### src/rtl/chip8_scheduler.sv
// chip8_scheduler: CHIP-8 instruction strobe, 60 Hz frame strobe, delay/sound timers and debug run control.
// Optional CHIP8_SCHED_DISP_WAIT_EN: after a strobe issued during a draw, hold strobes until the next frame.
module chip8_scheduler #(
   parameter int TICK_CYCLES  = 166_666,
   parameter int FRAME_CYCLES = 1_666_667,
   parameter bit START_RUN    = 1'b1
) (
   input  logic       clk_in,
   input  logic       rst_in,
   input  logic       proc_busy_in,
   input  logic       disp_wait_in,
   input  logic       pause_in,
   input  logic       resume_in,
   input  logic       step_in,
   input  logic       dt_we_in,
   input  logic       st_we_in,
   input  logic [7:0] timer_data_in,
   output logic       chip8_clk_out,
   output logic       frame_out,
   output logic [7:0] dt_out,
   output logic       sound_on_out,
   output logic       running_out,
   output logic       overrun_out
);

   localparam int TW = (TICK_CYCLES > 1) ? $clog2(TICK_CYCLES) : 1;
   localparam int FW = (FRAME_CYCLES > 1) ? $clog2(FRAME_CYCLES) : 1;
   localparam logic [TW-1:0] TICK_LAST  = TW'(TICK_CYCLES - 1);
   localparam logic [FW-1:0] FRAME_LAST = FW'(FRAME_CYCLES - 1);

   typedef enum logic [1:0] {S_RUN, S_PAUSE, S_STEP} state_t;
   localparam state_t RESET_STATE = START_RUN ? S_RUN : S_PAUSE;

   state_t        state_q, state_d;
   logic [TW-1:0] tick_q, tick_d;
   logic [FW-1:0] fcnt_q, fcnt_d;
   logic          pending_q, pending_d;
   logic          chip8_clk_q, chip8_clk_d;
   logic          frame_q, frame_d;
   logic [7:0]    dt_q, dt_d;
   logic [7:0]    st_q, st_d;
   logic          sound_q, sound_d;
   logic          running_q, running_d;
   logic          overrun_q, overrun_d;
   logic          due, frame_wrap, want, issue, hold, dec;

`ifdef CHIP8_SCHED_DISP_WAIT_EN
   logic latch_q, latch_d;
   assign hold = latch_q;
`else
   logic unused_disp_wait;
   assign unused_disp_wait = disp_wait_in;
   assign hold = 1'b0;
`endif

   always_comb begin
      // NOTE: every *_d takes its hold value first, so no branch can leave a latch behind.
      state_d     = state_q;
      overrun_d   = overrun_q;
`ifdef CHIP8_SCHED_DISP_WAIT_EN
      latch_d     = latch_q;
`endif
      frame_wrap  = (fcnt_q == FRAME_LAST);
      due         = (state_q == S_RUN) && (tick_q == TICK_LAST);
      fcnt_d      = frame_wrap ? '0 : fcnt_q + 1'b1;
      tick_d      = (state_q != S_RUN || due) ? '0 : tick_q + 1'b1;

      // Single-entry pending slot; a due that finds it occupied is lost.
      want        = pending_q | due;
      issue       = want & ~proc_busy_in & ~hold;
      pending_d   = want & ~issue;
      chip8_clk_d = issue;
      if (due && pending_q) overrun_d = 1'b1;
      if (issue && state_q == S_STEP) state_d = S_PAUSE;
`ifdef CHIP8_SCHED_DISP_WAIT_EN
      if (frame_wrap) latch_d = 1'b0;
      if (issue && disp_wait_in) latch_d = 1'b1;
`endif

      // Debug control overrides the strobe path; pause has priority over resume.
      if (pause_in) begin
         state_d     = S_PAUSE;
         pending_d   = 1'b0;
         chip8_clk_d = 1'b0;
         tick_d      = '0;
`ifdef CHIP8_SCHED_DISP_WAIT_EN
         latch_d     = 1'b0;
`endif
      end else if (resume_in && state_q != S_RUN) begin
         state_d   = S_RUN;
         tick_d    = '0;
         overrun_d = 1'b0;
      end else if (step_in && state_q == S_PAUSE) begin
         state_d   = S_STEP;
         pending_d = 1'b1;
      end

      dec = frame_wrap && (state_q == S_RUN);
      if (dt_we_in)               dt_d = timer_data_in;
      else if (dec && dt_q != 0)  dt_d = dt_q - 8'd1;
      else                        dt_d = dt_q;
      if (st_we_in)               st_d = timer_data_in;
      else if (dec && st_q != 0)  st_d = st_q - 8'd1;
      else                        st_d = st_q;

      frame_d   = frame_wrap;
      sound_d   = (st_d != 8'd0);
      running_d = (state_d == S_RUN);
   end

   // NOTE: state registers use non-blocking assignment so every flop samples pre-edge values.
   always_ff @(posedge clk_in or posedge rst_in) begin
      if (rst_in) begin
         state_q     <= RESET_STATE;
         tick_q      <= '0;
         fcnt_q      <= '0;
         pending_q   <= 1'b0;
         chip8_clk_q <= 1'b0;
         frame_q     <= 1'b0;
         dt_q        <= 8'd0;
         st_q        <= 8'd0;
         sound_q     <= 1'b0;
         running_q   <= START_RUN;
         overrun_q   <= 1'b0;
`ifdef CHIP8_SCHED_DISP_WAIT_EN
         latch_q     <= 1'b0;
`endif
      end else begin
         state_q     <= state_d;
         tick_q      <= tick_d;
         fcnt_q      <= fcnt_d;
         pending_q   <= pending_d;
         chip8_clk_q <= chip8_clk_d;
         frame_q     <= frame_d;
         dt_q        <= dt_d;
         st_q        <= st_d;
         sound_q     <= sound_d;
         running_q   <= running_d;
         overrun_q   <= overrun_d;
`ifdef CHIP8_SCHED_DISP_WAIT_EN
         latch_q     <= latch_d;
`endif
      end
   end

   assign chip8_clk_out = chip8_clk_q;
   assign frame_out     = frame_q;
   assign dt_out        = dt_q;
   assign sound_on_out  = sound_q;
   assign running_out   = running_q;
   assign overrun_out   = overrun_q;

endmodule

### config.mk
export PLATFORM = sky130hd
export DESIGN_NAME = chip8_scheduler
export DESIGN_NICKNAME = d
export VERILOG_FILES = /design/src/rtl/chip8_scheduler.sv
export SDC_FILE = /design/constraint.sdc
export NUM_CORES = 1
export LEC_CHECK = 0
export ABC_AREA = 1
export CORE_MARGIN = 2
export CORE_UTILIZATION = 30
export DETAILED_ROUTE_END_ITERATION = 10
export PLACE_DENSITY_LB_ADDON = 0.1
export RECOVER_POWER = 50
export SKIP_CTS_REPAIR_TIMING = 1
export SYNTH_ARGS = -nofsm -noshare
export SYNTH_HDL_FRONTEND = slang
export SYNTH_SLANG_ARGS = --single-unit
### constraint.sdc
create_clock -name clk_in -period 3.1 [get_ports clk_in]
set_clock_uncertainty 0.15 [all_clocks]
set_input_delay 0.62 -clock clk_in [delete_from_list [all_inputs] [get_ports clk_in]]
set_output_delay 0.62 -clock clk_in [all_outputs]
set_load 0.005 [all_outputs]
==> results.ini <==
[outcome]
status=complete, but fails checks
violations=capacitance limit, slew limit

[finish]
mostFrequentLayoutCells=nand2_1 (113), inv_1 (85), nor2_1 (75), dfrtp_1 (62), nand3_1 (38)
n_antenna_cell=0
multi_input_area_um2=1760
final_nets=572
seqCellArea_um2=1580
area_growth_pct=20.7
n_fill_cell=1294
utilization_pct=37.4
postLayoutCellArea_um2=4510
drive_above_1_share_pct=8.51
final_common_cell=nand2_1

[timing]
setup_violations=0
worst_pin_slew_ns=1.62
relSlewSlack_pct=-8.09
timing.final.crit_period_ns=2.29
rsz0062_at_grt=false
min_period_over_period_pct=73.9
max_freq_ghz=0.437
hold_violations=0
report.final.slew_viol_count=64
fin_setup_tns_ns=0

[worst_setup_path]
start_kind=primary input
worstRegToRegCells=13
cp-end-kind=asynchronous set/reset pin
slowest_delay_ns=1.12
cp_data_arrival_time_ns=2.28
cp_top_family=buffers and inverters
slowest_stage=clkbuf_2
path_max_fanout=63
worstSetupPathDepth=3
worstSetupPathType=primary input to asynchronous set/reset pin
critical_path_required_ns=3.09
crit_chain=clkdlybuf4s50_1, clkinv_1, clkbuf_2
critPathBufInv=3

[power_and_ir_drop]
cellInternalPower_mw=1.62
seq_power_share_pct=41.2
p_per_area_nw_per_um2=472
p_switching_uw=508
p_comb_share_pct=9.3
clock_power_share_pct=49.5
peakVddDrop_v=0.000197
netSwitchingFraction_pct=23.9
p_leak_nw=2.10
total_power_mw=2.13

[die]
die_h_um=116
ios=30
initial_core_util_pct=31.0
die_w_um=116
core_um2=12100
die_area_um2=13400
rows=40

[logic_synthesis]
avgSynthCellArea_um2=7.31
ys.warnings.count=0
synth_seq_cells=63
ys_seq_area_share_pct=42.2
syn_nets=536
syn_area_um2=3730
synth_cell_type_count=38
synth_cells=511

[global_routing]
track_usage_pct=14.4
grt_pass1_wl_um=15200
gr-total-overflow=0
antenna_found_initial=0
grt_pass1_vias=3202
grt_max_degree=64

[run]
maxCapViolCount=1

[cts]
htreeDepth=3
cts.sinks=63
cts_root_buf=clkbuf_16
clkTransAtPathRegs_ns=0.05
cts_buffer_depth=2
insertion_delay_ns=0.33
tritoncts=done
cts_buffers=9

[route]
dr.pass1.iters=4
finalWirelength_um=8620
wl_per_cell_um=12.0
via_per_inst=4.44
drtIter0Drc=132
drc_errors=0
vias=3195
postRouteAntennaNets=0

[placed_design]
gp_congestion=0.891
dpl_cell_area_um2=4220
io_buffer_count=28
dp_hpwl_um=6410

[hold_path]
hp-class=flip-flop to flip-flop
holdPathStages=1

## final cells by class
class / instances / area share [%]
Clock inverter: 3 / 0.888
Inverter: 92 / 7.66
Timing Repair Buffer: 31 / 6.66
Clock buffer: 13 / 6.00
Tap cell: 168 / 4.66
Sequential cell: 63 / 35.0
Multi-Input combinational cell: 350 / 39.1
## layer usage
metal | wire [µm] | GRT usage, % | vias up
met1 | 4390 | 20.0 | 1438
met2 | 3750 | 22.2 | 56
met5 | 0 | 0 | -
met3 | 315 | 2.72 | 11
li1 | - | - | 1690
met4 | 165 | 6.02 | 0
## stage by stage
step / setup WS, ns / instances / hold WS, ns
after floorplan: 0.762 / 511 / 0.312
after global placement: 0.766 / 704 / 0.340
after detailed placement: 0.769 / 704 / 0.346
after CTS: 0.851 / 720 / 0.355
after global routing: 0.409 / 720 / 0.352
final: 0.809 / 720 / 0.333
## cell usage after synthesis (all sizes together)
| cell type | number | area share [%] |
|---|---|---|
| nor3 | 16 | 2.7 |
| dfstp | 1 | 0.70 |
| o311ai | 1 | 0.23 |
| inv | 91 | 9.1 |
| nor4 | 3 | 0.50 |
| o211ai | 1 | 0.20 |
| o21ai | 16 | 2.1 |
| clkbuf | 3 | 0.40 |
| o21bai | 1 | 0.20 |
| nor2 | 83 | 9.3 |
| o21a | 2 | 0.40 |
| ha | 8 | 2.7 |
| or2 | 3 | 0.50 |
| dfrtp | 62 | 42 |
| xnor2 | 2 | 0.47 |
| nand3 | 41 | 6.0 |
| o22ai | 1 | 0.17 |
| a31oi | 1 | 0.17 |
| a21oi | 17 | 2.3 |
| xor2 | 14 | 3.3 |
| buf | 3 | 0.57 |
| a22oi | 2 | 0.40 |
| nand4 | 17 | 3.0 |
| a211oi | 1 | 0.20 |
| clkinv | 1 | 0.10 |
| nor3b | 2 | 0.40 |
| nand2 | 118 | 12 |
## state kept, by name (all words and copies together), names as in the netlist, 2 cells and up
name and flops:
tick_q 18, fcnt_q 21, state_q 2, dt_out 8
st_q 8
## path summary, 6_finish.rpt
kind                       startpoint            to  slack [ns]
max reg2reg                 fcnt_q[0]  sound_on_out        0.85
min in group asynchronous      rst_in     tick_q[8]        0.96
min                         fcnt_q[0]     fcnt_q[0]        0.33
max                            rst_in    fcnt_q[17]        0.81
min reg2reg                 fcnt_q[0]     fcnt_q[0]        0.33
max in group clk_in         fcnt_q[0]  sound_on_out        0.85
## cells by family after synthesis
family / after synthesis / synth area share [%]
AO/OA/AOI/OAI: 43 / 6.40
XOR/XNOR: 16 / 3.75
adder cells (fa/ha/maj): 8 / 2.68
buffers and inverters: 98 / 10.2
flip-flops: 63 / 42.2
AND/OR/NAND/NOR: 283 / 34.7
## power by group through the flow
stage	Clock, mW	Sequential, mW	Combinational, mW
final	1.05	0.876	0.197
after global routing	1.12	0.880	0.228
after detailed placement	0	0.890	0.202
after CTS	1.08	0.876	0.204
after floorplan	0	0.884	0.118
after global placement	0	0.890	0.203
No activity file was read; power rests on OpenSTA's default activity.
